[src/rtl/uart_rx_core.sv]
// uart_rx_core: oversampled UART receiver with a one-byte holding register.
// The serial pin is double-flopped, the frame is sampled mid-bit using a
// per-bit cycle counter, and the received byte is offered on a valid/ready
// handshake. A stop bit sampled low reports a framing error and parks the
// receiver until the line returns high, so a stuck-low line cannot produce
// a stream of bogus frames.
module uart_rx_core #(
    parameter int CLKS_PER_BIT = 1085,
    parameter int DATA_BITS    = 8
) (
    input  logic                 clk,
    input  logic                 reset,
    input  logic                 rxd,
    output logic [DATA_BITS-1:0] data_o,
    output logic                 valid_o,
    input  logic                 ready_i,
    output logic                 frame_err_o,
    output logic                 overrun_o,
    output logic                 busy_o
);

    localparam int CNT_W = $clog2(CLKS_PER_BIT);
    localparam int IDX_W = $clog2(DATA_BITS + 1);

    localparam logic [CNT_W-1:0] CNT_ZERO = CNT_W'(0);
    localparam logic [CNT_W-1:0] CNT_ONE  = CNT_W'(1);
    localparam logic [CNT_W-1:0] HALF_M1  = CNT_W'(CLKS_PER_BIT / 2 - 1);
    localparam logic [CNT_W-1:0] BIT_M1   = CNT_W'(CLKS_PER_BIT - 1);
    localparam logic [IDX_W-1:0] IDX_ZERO = IDX_W'(0);
    localparam logic [IDX_W-1:0] IDX_ONE  = IDX_W'(1);
    localparam logic [IDX_W-1:0] LAST_IDX = IDX_W'(DATA_BITS - 1);

    typedef enum logic [2:0] {
        ST_IDLE  = 3'd0,
        ST_START = 3'd1,
        ST_DATA  = 3'd2,
        ST_STOP  = 3'd3,
        ST_BREAK = 3'd4
    } state_t;

    // Synchronizer stages; idle-high so reset looks like an idle line.
    logic s1_q;
    logic s2_q;

    state_t               state_q, state_d;
    logic [CNT_W-1:0]     cnt_q, cnt_d;
    logic [IDX_W-1:0]     idx_q, idx_d;
    logic [DATA_BITS-1:0] shift_q, shift_d;
    logic [DATA_BITS-1:0] data_q, data_d;
    logic                 valid_q, valid_d;
    logic                 ferr_q, ferr_d;
    logic                 ovr_q, ovr_d;
    logic                 busy_q, busy_d;

    // Stop-bit outcome for the current cycle, consumed by the holding logic.
    logic                 deliver_s;
    logic                 stop_err_s;

    // Two-flop synchronizer on the asynchronous serial input.
    always_ff @(posedge clk) begin
        if (reset) begin
            s1_q <= 1'b1;
            s2_q <= 1'b1;
        end else begin
            s1_q <= rxd;
            s2_q <= s1_q;
        end
    end

    // Frame sequencing: mid-bit sampling driven by the per-bit counter.
    always_comb begin
        state_d    = state_q;
        cnt_d      = cnt_q;
        idx_d      = idx_q;
        shift_d    = shift_q;
        deliver_s  = 1'b0;
        stop_err_s = 1'b0;
        case (state_q)
            ST_IDLE: begin
                cnt_d = CNT_ZERO;
                if (!s2_q) begin
                    state_d = ST_START;
                end else begin
                    state_d = ST_IDLE;
                end
            end
            ST_START: begin
                if (cnt_q == HALF_M1) begin
                    cnt_d = CNT_ZERO;
                    if (!s2_q) begin
                        state_d = ST_DATA;
                        idx_d   = IDX_ZERO;
                    end else begin
                        // Start bit did not last to mid-bit: treat as a glitch.
                        state_d = ST_IDLE;
                    end
                end else begin
                    cnt_d = cnt_q + CNT_ONE;
                end
            end
            ST_DATA: begin
                if (cnt_q == BIT_M1) begin
                    // Right shift so the first (LSB) bit ends up at bit 0.
                    shift_d = {s2_q, shift_q[DATA_BITS-1:1]};
                    cnt_d   = CNT_ZERO;
                    idx_d   = idx_q + IDX_ONE;
                    if (idx_q == LAST_IDX) begin
                        state_d = ST_STOP;
                    end else begin
                        state_d = ST_DATA;
                    end
                end else begin
                    cnt_d = cnt_q + CNT_ONE;
                end
            end
            ST_STOP: begin
                if (cnt_q == BIT_M1) begin
                    cnt_d = CNT_ZERO;
                    // Leave at mid stop bit so a back-to-back start is caught.
                    if (s2_q) begin
                        deliver_s = 1'b1;
                        state_d   = ST_IDLE;
                    end else begin
                        stop_err_s = 1'b1;
                        state_d    = ST_BREAK;
                    end
                end else begin
                    cnt_d = cnt_q + CNT_ONE;
                end
            end
            ST_BREAK: begin
                cnt_d = CNT_ZERO;
                if (s2_q) begin
                    state_d = ST_IDLE;
                end else begin
                    state_d = ST_BREAK;
                end
            end
            default: begin
                state_d = ST_IDLE;
                cnt_d   = CNT_ZERO;
                idx_d   = IDX_ZERO;
            end
        endcase
    end

    // Holding register, handshake and status pulse next-state.
    always_comb begin
        data_d  = data_q;
        valid_d = valid_q;
        ovr_d   = 1'b0;
        ferr_d  = stop_err_s;
        busy_d  = (state_d != ST_IDLE);
        if (deliver_s) begin
            if (!valid_q || ready_i) begin
                data_d  = shift_q;
                valid_d = 1'b1;
            end else begin
                // Consumer still holds the previous byte: drop the new one.
                ovr_d = 1'b1;
            end
        end else if (valid_q && ready_i) begin
            valid_d = 1'b0;
        end else begin
            valid_d = valid_q;
        end
    end

    // State, datapath and registered outputs.
    always_ff @(posedge clk) begin
        if (reset) begin
            state_q <= ST_IDLE;
            cnt_q   <= CNT_ZERO;
            idx_q   <= IDX_ZERO;
            shift_q <= '0;
            data_q  <= '0;
            valid_q <= 1'b0;
            ferr_q  <= 1'b0;
            ovr_q   <= 1'b0;
            busy_q  <= 1'b0;
        end else begin
            state_q <= state_d;
            cnt_q   <= cnt_d;
            idx_q   <= idx_d;
            shift_q <= shift_d;
            data_q  <= data_d;
            valid_q <= valid_d;
            ferr_q  <= ferr_d;
            ovr_q   <= ovr_d;
            busy_q  <= busy_d;
        end
    end

    assign data_o      = data_q;
    assign valid_o     = valid_q;
    assign frame_err_o = ferr_q;
    assign overrun_o   = ovr_q;
    assign busy_o      = busy_q;

endmodule

[config.mk]
export PLATFORM = sky130hd
export DESIGN_NAME = uart_rx_core
export DESIGN_NICKNAME = d
export VERILOG_FILES = /design/src/rtl/uart_rx_core.sv
export SDC_FILE = /design/constraint.sdc
export NUM_CORES = 1
export LEC_CHECK = 0
export CAP_MARGIN = 5
export CORE_ASPECT_RATIO = 0.75
export CORE_MARGIN = 5
export CORE_UTILIZATION = 60
export DETAILED_ROUTE_END_ITERATION = 6
export HOLD_SLACK_MARGIN = 0.05
export PLACE_DENSITY = 0.84
export SYNTH_ARGS = -nofsm -noshare
export SYNTH_HDL_FRONTEND = slang
export SYNTH_SLANG_ARGS = --single-unit
[constraint.sdc]
create_clock -name clk -period 4.6 [get_ports clk]
set_clock_uncertainty 0.1 [all_clocks]
set_input_delay 0.92 -clock clk [delete_from_list [all_inputs] [get_ports clk]]
set_output_delay 0.92 -clock clk [all_outputs]
set_load 0.005 [all_outputs]
# [After elaboration in Yosys (flattened, before gate mapping)]
# Cells that the tools add are included.
[totals] wordCells=65 out_inout_bits=12 ff_bits=40 inputBits=4
[classes] n_reduce_logical=14 addsub=2 eq_ne=11 bitwise_logic=4 mux=23
[op_table] op="11-bit 2-to-1 mux" count=2
[op_table] op="11-bit case mux with 2 select lines" count=1
[op_table] op="3-bit case mux with 5 select lines" count=1
[op_table] op="3-bit 2-to-1 mux" count=4
[op_table] op="4-bit 2-to-1 mux" count=3
[op_table] op="4-bit case mux with 3 select lines" count=1
[op_table] op="11-bit by 1-bit adder with 11-bit output (second input constant)" count=1
[op_table] op="11-bit by 10-bit == test with 1-bit output (second input constant)" count=1
[op_table] op="11-bit == test (second input constant)" count=1
[op_table] op="1-bit 2-to-1 mux" count=10
[op_table] op="3-bit by 2-bit == test with 1-bit output (second input constant)" count=2
[op_table] op="2-bit != test (second input constant)" count=3
[op_table] op="2-bit AND reduction" count=3
[op_table] op="3-bit OR reduction" count=2
[op_table] op="4-bit by 1-bit adder with 4-bit output (second input constant)" count=1
[op_table] op="4-bit by 3-bit == test with 1-bit output (second input constant)" count=1
[op_table] op="1-bit NOT" count=4
[op_table] op="4-bit AND reduction" count=1
[op_table] op="2-bit OR reduction" count=2
[op_table] op="3-bit by 1-bit == test with 1-bit output (second input constant)" count=1
[op_table] op="3-bit == test (second input constant)" count=1
[op_table] op="3-bit logical NOT" count=1
[op_table] op="3-bit nonzero test" count=1
[op_table] op="2-bit 2-to-1 mux" count=1
[op_table] op="5 further kinds" count=5

# [Longest topological paths before layout]
# Gate-level depths: netlist of run 1.
[logic_depth] ltp_word=5 ltp_mapped=8 ltp_nobuf=7

# [Worst setup path before layout of run 1]
# Ideal clock, no wire load.
[synth_path] path_type="flip-flop to flip-flop" start="register cnt_q[1]" end="register cnt_q[5]" arrival_ns=1.641 n_path_buf=1 t_required_ns=4.436 stages_incl_launch_ff=9 synth_period_minus_slack_ns=1.805 setup_time_ns=0.064 slack_ns=2.795 path_cell_list="dfxtp_1 -> inv_1 -> ha_1 -> and4bb_1 -> a311oi_1 -> a21oi_1 -> or3_1 -> buf_6 -> nor2_1"
[synth_via] elab_chain_len=3 elab_cells_between_ends=6 classes_between="add/sub (1); eq/ne (2); mux (3)"
[synth_rtl] item="start, declared" line_no="46" text="logic [CNT_W-1:0] cnt_q, cnt_d;"
[synth_rtl] item="start signal, assigned" line_no="183" text="cnt_q <= cnt_d;"
[synth_rtl] item="11-bit by 1-bit adder with 11-bit output, or another cell as far along" line_no="98, 113, 128"
[synth_rtl] item="11-bit 2-to-1 mux, on equally long branches" line_no="102, 117, 88"
[synth_rtl] item="11-bit case mux with 2 select lines (*)" line_no="78" text="case (state_q)"
# Every way passes the cells marked *; elsewhere a longest branch is shown, timed or not.
# A chain may end at the register's enable or synchronous reset.

==> reports/qor.yml, run 1 <==
outcome:
  run_status: "completed"
final_layout:
  area_growth_pct: 15.5
  drive_gt1_share_pct: 8.65
  stdcell_count: 244
  fill_cells: 204
  fin_area_um2: 2010
  finalNetCount: 215
  antenna_cells: 0
sta:
  setup_ws_ns: 1.98
  max-slew-margin-rel_pct: 34.5
  fin_tns_setup_ns: 0
  finalSetupViolCount: 0
  timing.fmax_ghz: 0.381
  rsz0062_at_grt: "false"
  min_period_ns: 2.62
  min_period_over_period_pct: 57.0
  hold_viol: 0
  worst_pin_slew_ns: 0.979
  slew_violations: 0
yosys:
  synth_top_cell_area_share_pct: 46.0
  synthesis.nets: 203
  yosysSeqAreaShare_pct: 46.0
  synth_cell_types: 43
  synth_seq_cells: 40
  yosys.area.top_type: "dfxtp_1"
  yosysWarnings: 0
  yosys-top-cells-count: "dfxtp_1 (40), nand2_1 (26), nor2_1 (24)"
  synthMostInstantiatedCell: "dfxtp_1"
  synth.area.top_cells: "dfxtp_1 (46%), nand2_1 (5.6%), nor2_1 (5.2%), mux2i_1 (4.6%), a21oi_1 (3.7%)"
  postSynthCellCount: 195
  synth_area_um2: 1740
  syn_avg_cell_area_um2: 8.92
  synthFlopType: "dfxtp_1"
  async_reset_ff_share_pct: 0
  synth_edf_count: 0
clocking:
  postCtsHoldBufs: 0
  cts.sinks: 40
  cts_tree: "yes"
  path_clk_slew_ns: 0.07
  cts_max_level: 2
  clk_root_buffer_cell: "clkbuf_8"
  clk_path_buf_depth: 2
  cts-resized-gates: 0
  cts_made_buffers: 5
  cts_setup_buffers: 0
  clkLatencyLatePin_ns: 0.29
flow_run:
  drv_cap: 0
die:
  die_y_um: 56.6
  rows: 16
  pin_count: 16
  die_x_um: 72.2
  die-area_um2: 4090
  coreArea_um2: 2700
  start_util_pct: 64.4
route:
  wire_per_inst_um: 14.3
  finalWirelength_mm: 3.50
  drt_first_pass_iters: 4
  num_vias: 1383
  drc: 0
  drt_iter0_drc: 136
  viasPerCell: 5.67
  ant_nets: 0
setup_path:
  start_kind: "input pin"
  cp.arrival_ns: 2.75
  reg2reg_depth: 5
  cp.required_ns: 4.73
  cp_max_fo: 29
  path_class: "input pin to flop"
  reg2reg_slack_ns: 2.37
  r2r-end: "idx_q[2]$_SDFFE_PP0P_"
  r2r_start: "state_q[1]$_SDFF_PP0_"
  end_kind: "flop"
global_routing:
  grt_use_total_pct: 19.1
  grt_pass1_vias: 1341
  grt_pass1_wl_mm: 6.03
  grt_overflow: 0
  antenna_found_initial: 0
  grt_max_degree: 30
power:
  p_int_w: 0.000552
  clkPwrFrac_pct: 44.8
  power.density_nw_per_um2: 343
  power_frac_comb_pct: 3.7
  p_sw_w: 0.000136
  total_leakage_power_nw: 0.755
  switching_share_pct: 19.8
  vdd_ir_drop_max_uv: 271
  seq_power_share_pct: 51.5
min_path:
  hold_path.class: "flop to flop"
  worstHoldPathCells: 1
  min_to: "s2_q$_SDFF_PP1_"
  hp-start: "s1_q$_SDFF_PP1_"
placement:
  gp_congestion: 0.869
  post-dp-hpwl_mm: 2.40
  post_dp_cell_area_um2: 1880
  post-place-ws_ns: 1.63
  placedCellCount: 236
  port_buffers: 15
-- state kept, by name, indices dropped and copies added, names as in the netlist --
| register | cells |
|---|---|
| s2_q | 1 |
| s1_q | 1 |
| frame_err_o | 1 |
| busy_o | 1 |
| overrun_o | 1 |
| state_q | 3 |
| shift_q | 8 |
| cnt_q | 11 |
| valid_o | 1 |
| data_o | 8 |
| idx_q | 4 |
-- metrics by stage --
step / hold WS [ns] / total power (W) / util, %
after floorplan: 0.289 / 0.000380 / -
after global placement: 0.293 / 0.000386 / 69.6
after detailed placement: 0.305 / 0.000387 / 69.6
after CTS: 0.325 / 0.000694 / 74.3
after global routing: 0.351 / 0.000715 / 74.3
final: 0.324 / 0.000688 / 74.3
-- layout make-up --
type                       instances  area [µm²]  area share, %
timing repair buffer              15         150           7.48
sequential                        40         801           39.9
multi-input combinational        141         871           43.4
tap                               36        45.0           2.24
inverter                           4        15.0          0.748
clock inverter                     1        30.0           1.50
clock buffer                       7        96.3           4.80
-- layout by cell type, fill, tap and decap left out, types with 2 or more instances in the layout --
cell type / synthesis / final
nand2_1: 26 / 26
nand2b_1: 3 / 3
inv_1: 4 / 4
or2_2: 2 / 2
dfxtp_1: 40 / 40
nor2_1: 24 / 24
nand3_1: 10 / 10
and2_1: 3 / 3
nor3_1: 3 / 3
ha_1: 4 / 4
clkdlybuf4s50_1: 0 / 15
nand4_1: 3 / 3
or3_1: 2 / 2
mux2i_1: 8 / 8
a311oi_1: 2 / 2
nor2_2: 2 / 2
xnor2_1: 2 / 2
and3_1: 3 / 3
a211oi_1: 2 / 2
a21oi_1: 13 / 13
o21ai_0: 4 / 4
xor2_1: 7 / 7
clkbuf_8: 0 / 7
-- critical path: stages --
cell and delay, ns:
clkdlybuf4s50_1 0.91, or3_1 0.76, nor2_1 0.16
-- cells by family (layout without fill, tap and decap cells) --
| kind of cell | after synthesis | in the layout | share of synthesized area, % |
|---|---|---|---|
| XOR/XNOR | 9 | 9 | 4.53 |
| multiplexers | 9 | 9 | 5.25 |
| buffers and inverters | 14 | 27 | 3.88 |
| AND/OR/NAND/NOR | 88 | 88 | 25.8 |
| AO/OA/AOI/OAI | 31 | 31 | 11.6 |
| adder cells (fa/ha/maj) | 4 | 4 | 2.88 |
| flip-flops | 40 | 40 | 46.0 |
-- how the worst max path moves through the flow --
stage                   startpoint  slack [ns]                   to
4_1_cts                      reset        1.95  cnt_q[5]$_SDFF_PP0_
3_3_place_gp                 reset        1.71  cnt_q[5]$_SDFF_PP0_
3_5_place_dp                 reset        1.63  cnt_q[8]$_SDFF_PP0_
5_1_grt                      reset        1.82  cnt_q[5]$_SDFF_PP0_
6_report                     reset        1.98  cnt_q[5]$_SDFF_PP0_
2_1_floorplan  cnt_q[1]$_SDFF_PP0_        2.80  cnt_q[5]$_SDFF_PP0_
-- layer usage --
metal	track usage [%]	vias to the layer above	share of wire [%]	wire length, µm
met5	0	-	0	0
met4	9.92	0	2.3	80
met3	4.99	9	5.9	208
met2	28.8	35	46	1600
met1	24.7	644	46	1610
li1	-	695	-	-
-- power by group through the flow --
stage	logic, W	clock network (W)	registers (W)
after CTS	0.0000252	0.000314	0.000354
after global routing	0.0000285	0.000331	0.000355
after global placement	0.0000237	0	0.000362
after floorplan	0.0000207	0	0.000359
after detailed placement	0.0000243	0	0.000362
final	0.0000252	0.000308	0.000355
Power figures use the tool's default switching activity.
==> run 2, diff against run 1 <==
Settings changed: CORE_UTILIZATION 60 to 56, PLACE_DENSITY 0.84 to 0.79.
Clock period 4.6 ns to 2.5 ns, I/O delays scaled along.
==> run 2 against run 1 <==
Against the previous run: sequential power up 84%; largest cell class unchanged; largest power group unchanged; clock power increased by 65%; final cell count increased by 1.6%; utilization decreased by 6.4 points; sequential share of layout area hardly changed; first-iteration DRC count shrank 8.8%; via count increased by 1.0%; highest routed layer unchanged.
==> reports/qor.yml, run 2 (same netlist as run 1, synthesis figures left out) <==
placement:
  post-dp-hpwl_mm: 2.42
  placedCellCount: 240
  gp_congestion: 0.850
  port_buffers: 15
power:
  total_leakage_power_nw: 0.756
  total_power_w: 0.00121
  vdd_ir_drop_max_uv: 532
  power.density_nw_per_um2: 602
clocking:
  cts.sinks: 40
  cts_max_level: 2
  clk_path_buf_depth: 2
  clkLatencyLatePin_ns: 0.29
  path_clk_slew_ns: 0.07
  cts_setup_buffers: 0
  postCtsHoldBufs: 0
  cts_made_buffers: 5
  cts-resized-gates: 0
  cts_tree: "yes"
  clk_root_buffer_cell: "clkbuf_8"
setup_path:
  startpoint: "cnt_q[0]$_SDFF_PP0_"
  path_class: "flop to flop"
  end_kind: "flop"
  start_kind: "flop"
  reg2reg_depth: 7
  reg2reg_slack_ns: 0.44
  endpoint: "data_o[6]$_SDFFE_PP0P_"
  r2r-end: "data_o[6]$_SDFFE_PP0P_"
  cp_max_fo: 9
  cp.required_ns: 2.57
  r2r_start: "cnt_q[0]$_SDFF_PP0_"
  cp.arrival_ns: 2.13
final_layout:
  finalNetCount: 217
  final_cell_mix: "dfxtp_1 (40), nand2_1 (26), nor2_1 (24)"
  fill_cells: 221
  layout_commonest_cell: "dfxtp_1"
  stdcell_count: 248
  largest_reg_flops: 11
  antenna_cells: 0
  area_growth_pct: 15.4
  drive_gt1_share_pct: 9.05
  top_register: "cnt_q"
route:
  drt_iter0_drc: 124
  finalWirelength_mm: 3.38
  num_vias: 1397
  viasPerCell: 5.63
  ant_nets: 0
  drt_first_pass_iters: 4
  drc: 0
  wire_per_inst_um: 13.6
min_path:
  hold_path.class: "flop to flop"
sta:
  rsz0062_at_grt: "false"
  fin_tns_setup_ns: 0
  min_period_over_period_pct: 82.5
  hold_viol: 0
  timing.fmax_ghz: 0.485
  max-slew-margin-rel_pct: 72.3
  finalSetupViolCount: 0
  min_period_ns: 2.06
  slew_violations: 0
  holdWs_ns: 0.308
  worst_pin_slew_ns: 0.415
global_routing:
  grt_overflow: 0
  antenna_found_initial: 0
  grt_use_total_pct: 17.8
  grt_max_degree: 29
  grt_pass1_wl_mm: 5.98
  grt_pass1_vias: 1305
die:
  coreArea_um2: 2960
  pin_count: 16
  rows: 17
  die_x_um: 74.4
  die-area_um2: 4330
  die_y_um: 58.3
  start_util_pct: 58.8
flow_run:
  drv_cap: 0
outcome:
  run_status: "completed"
[run 2: changes by cell type in the layout (fill, tap and decap cells not counted), sizes merged]
cell	before	now
buf	0	2
clkbuf	7	6
clkinv	0	1
[run 2: layout make-up]
type	instances	area (µm²)	share of cell area (%)
Multi-Input combinational cell	141	871	43.4
Clock buffer	6	72.6	3.62
Timing Repair Buffer	17	165	8.23
Sequential cell	40	801	39.9
Clock inverter	2	35.0	1.75
Tap cell	38	47.5	2.37
Inverter	4	15.0	0.748
[run 2: worst min path at each step]
stage,from,end,slack [ns],depth (start not counted)
3_3_place_gp,s1_q$_SDFF_PP1_,s2_q$_SDFF_PP1_,0.29,1
3_5_place_dp,s1_q$_SDFF_PP1_,s2_q$_SDFF_PP1_,0.30,1
5_1_grt,s1_q$_SDFF_PP1_,s2_q$_SDFF_PP1_,0.33,1
2_1_floorplan,s1_q$_SDFF_PP1_,s2_q$_SDFF_PP1_,0.29,1
6_report,s1_q$_SDFF_PP1_,s2_q$_SDFF_PP1_,0.31,1
4_1_cts,s1_q$_SDFF_PP1_,s2_q$_SDFF_PP1_,0.31,1
[run 2: per-stage QoR]
stage	cell area, µm²	setup WS [ns]	util, %
floorplan	1740	0.695	-
global placement	1900	0.522	64.2
detailed placement	1900	0.430	64.2
CTS	2010	0.423	67.9
global route	2010	0.238	67.9
finish	2010	0.437	67.9
[run 2: power breakdown]
group          total (W)  internal [W]  switching (W)
clock network   0.000509      0.000296       0.000213
logic          0.0000466     0.0000206      0.0000260
registers       0.000652      0.000643     0.00000858
total            0.00121      0.000960       0.000247
[run 2: routing by layer]
layer	vias to the layer above	track usage [%]	wire (µm)
met4	0	7.11	34
li1	698	-	-
met2	40	26.3	1530
met3	5	5.03	184
met1	654	24.5	1620
met5	-	0	0
[run 2: critical path, cell delays in order (launching register included)]
cell	delay, ns
dfxtp_1	0.36
inv_1	0.10
ha_1	0.14
and4b_1	0.23
and3_1	0.43
nand4_4	0.30
mux2i_1	0.23
nor2_1	0.06
==> run 3, diff against run 2 <==
Clock period 2.5 ns to 1.91 ns, I/O delays scaled along.
==> run 3 against run 2 <==
Against the previous run: sequential share of layout area shrank 2.2 points; die area unchanged; sequential power up 30%; fmax is 12% higher; total power rose by 26%; first-iteration DRC count shrank 3.2%; clock power grew 16%; final area rose by 5.9%; highest routed layer unchanged.
==> reports/qor.yml, run 3 (same netlist as run 1, synthesis figures left out) <==
outcome:
  run_status: "completed"
power:
  total_power_w: 0.00152
  total_leakage_power_nw: 0.826
  power.density_nw_per_um2: 713
  vdd_ir_drop_max_uv: 620
sta:
  max-slew-margin-rel_pct: 73.5
  timing.fmax_ghz: 0.544
  slew_violations: 0
  min_period_over_period_pct: 96.3
  hold_viol: 0
  holdWs_ns: 0.328
  worst_pin_slew_ns: 0.394
  min_period_ns: 1.84
  finalSetupViolCount: 0
route:
  drt_first_pass_iters: 4
  num_vias: 1468
  ant_nets: 0
  drc: 0
  viasPerCell: 5.56
  wire_per_inst_um: 13.9
  finalWirelength_mm: 3.67
  drt_iter0_drc: 120
global_routing:
  grt_pass1_vias: 1392
  grt_overflow: 0
  grt_use_total_pct: 17.3
  grt_max_degree: 20
  antenna_found_initial: 0
  grt_pass1_wl_mm: 5.93
setup_path:
  crit_buf_inv: 1
  r2r-end: "cnt_q[2]$_SDFF_PP0_"
  cp.required_ns: 2.04
  reg2reg_depth: 7
  path_class: "flop to flop"
  cp.arrival_ns: 1.96
  cp_max_fo: 11
  end_kind: "flop"
  critical-path-top-delay-family: "simple AND/OR/NAND/NOR gates"
  start_kind: "flop"
  cpPeakStageDelay_ns: 0.41
  reg2reg_slack_ns: 0.07
  worstPathCellList: "inv_1 > ha_1 > and4bb_1 > a311oi_1 > a21oi_1 > or3_4 > nor2_2"
  worst_path_max_delay_cell: "or3_4"
  r2r_start: "cnt_q[1]$_SDFF_PP0_"
min_path:
  hold_path.class: "flop to flop"
  hp-start: "s1_q$_SDFF_PP1_"
  min_to: "s2_q$_SDFF_PP1_"
  worstHoldPathCells: 1
clocking:
  cts_max_level: 2
  clk_path_buf_depth: 2
  clk_root_buffer_cell: "clkbuf_8"
  clkLatencyLatePin_ns: 0.29
  cts_made_buffers: 5
  cts_tree: "yes"
  cts.sinks: 40
  path_clk_slew_ns: 0.08
  postCtsHoldBufs: 0
die:
  die_y_um: 58.3
  coreArea_um2: 2960
  die-area_um2: 4330
  start_util_pct: 58.8
  rows: 17
  die_x_um: 74.4
  pin_count: 16
placement:
  post-dp-hpwl_mm: 2.69
  gp_congestion: 0.868
  port_buffers: 15
final_layout:
  layout_commonest_cell: "dfxtp_1"
  final_cell_mix: "dfxtp_1 (40), nand2_1 (26), nor2_1 (22)"
  finalNetCount: 233
  top_register: "cnt_q"
  antenna_cells: 0
  fill_cells: 221
  drive_gt1_share_pct: 17.3
  largest_reg_flops: 11
  area_growth_pct: 22.2
flow_run:
  drv_cap: 0
==> run 3: changes by cell type in the layout (fill, tap and decap cells not counted), sizes merged <==
cell	change
buf	+16
bufinv	-1
clkbuf	+1
clkinv	-1
clkinvlp	+1
==> run 3: layout make-up <==
cell class              instances  area (µm²)  area share [%]
clock inverters                 1        7.51           0.353
repair buffers                 33         283            13.3
flip-flops and latches         40         801            37.7
well taps                      38        47.5            2.24
multi-input cells             141         886            41.7
inverters                       4        15.0           0.706
clock buffers                   7        86.3            4.06
==> run 3: timing repair <==
action,4_1_cts,5_1_grt
resized for setup,2,4
cloned,0,1
setup endpoints to repair,20,12
pin swaps,0,2
hold endpoints to repair,0,0
setup buffers,0,1
==> run 3: routing by layer <==
metal / track usage, % / part of all wire [%] / vias up
li1: - / - / 729
met5: 0 / 0 / -
met2: 28.7 / 47 / 44
met4: 4.82 / 0.71 / 0
met3: 4.68 / 5.5 / 4
met1: 22.2 / 47 / 691
==> run 3: how the worst max path moves through the flow <==
stage / from / to / slack [ns] / cells past startpoint
final: cnt_q[1]$_SDFF_PP0_ / cnt_q[2]$_SDFF_PP0_ / 0.07 / 7
after global routing: cnt_q[1]$_SDFF_PP0_ / cnt_q[2]$_SDFF_PP0_ / -0.03 / 7
after CTS: cnt_q[1]$_SDFF_PP0_ / idx_q[3]$_SDFFE_PP0P_ / 0.03 / 7
after detailed placement: cnt_q[0]$_SDFF_PP0_ / idx_q[3]$_SDFFE_PP0P_ / -0.06 / 7
after global placement: cnt_q[1]$_SDFF_PP0_ / idx_q[3]$_SDFFE_PP0P_ / 0.02 / 7
after floorplan: cnt_q[1]$_SDFF_PP0_ / cnt_q[5]$_SDFF_PP0_ / 0.11 / 8
==> run 3: worst register-to-register path, delay by kind of cell (launching register included) <==
family | cells | cell delay [ns]
AND/OR/NAND/NOR | 3 | 0.76
AO/OA/AOI/OAI | 2 | 0.34
flip-flops | 1 | 0.33
adder cells (fa/ha/maj) | 1 | 0.17
buffers and inverters | 1 | 0.07
==> run 3: power breakdown <==
| group | total (W) | leakage, nW | internal, W | switching (W) |
|---|---|---|---|---|
| Sequential | 0.000847 | 0.323 | 0.000842 | 0.00000546 |
| Clock | 0.000589 | 0.0445 | 0.000294 | 0.000295 |
| Combinational | 0.0000808 | 0.459 | 0.0000377 | 0.0000430 |
| Total | 0.00152 | 0.826 | 0.00117 | 0.000343 |
==> run 3: metrics by stage <==
stage / setup TNS [ns] / util (%) / setup WS (ns) / instance area [µm²] / std cells
3_3_place_gp: 0 / 67.8 / 0.0168 / 2000 / 254
4_1_cts: 0 / 71.2 / 0.0346 / 2100 / 262
5_1_grt: -0.0283 / 71.9 / -0.0275 / 2130 / 264
3_5_place_dp: -0.344 / 67.8 / -0.0606 / 2000 / 254
2_1_floorplan: 0 / - / 0.105 / 1740 / 195
6_report: 0 / 71.9 / 0.0708 / 2130 / 264
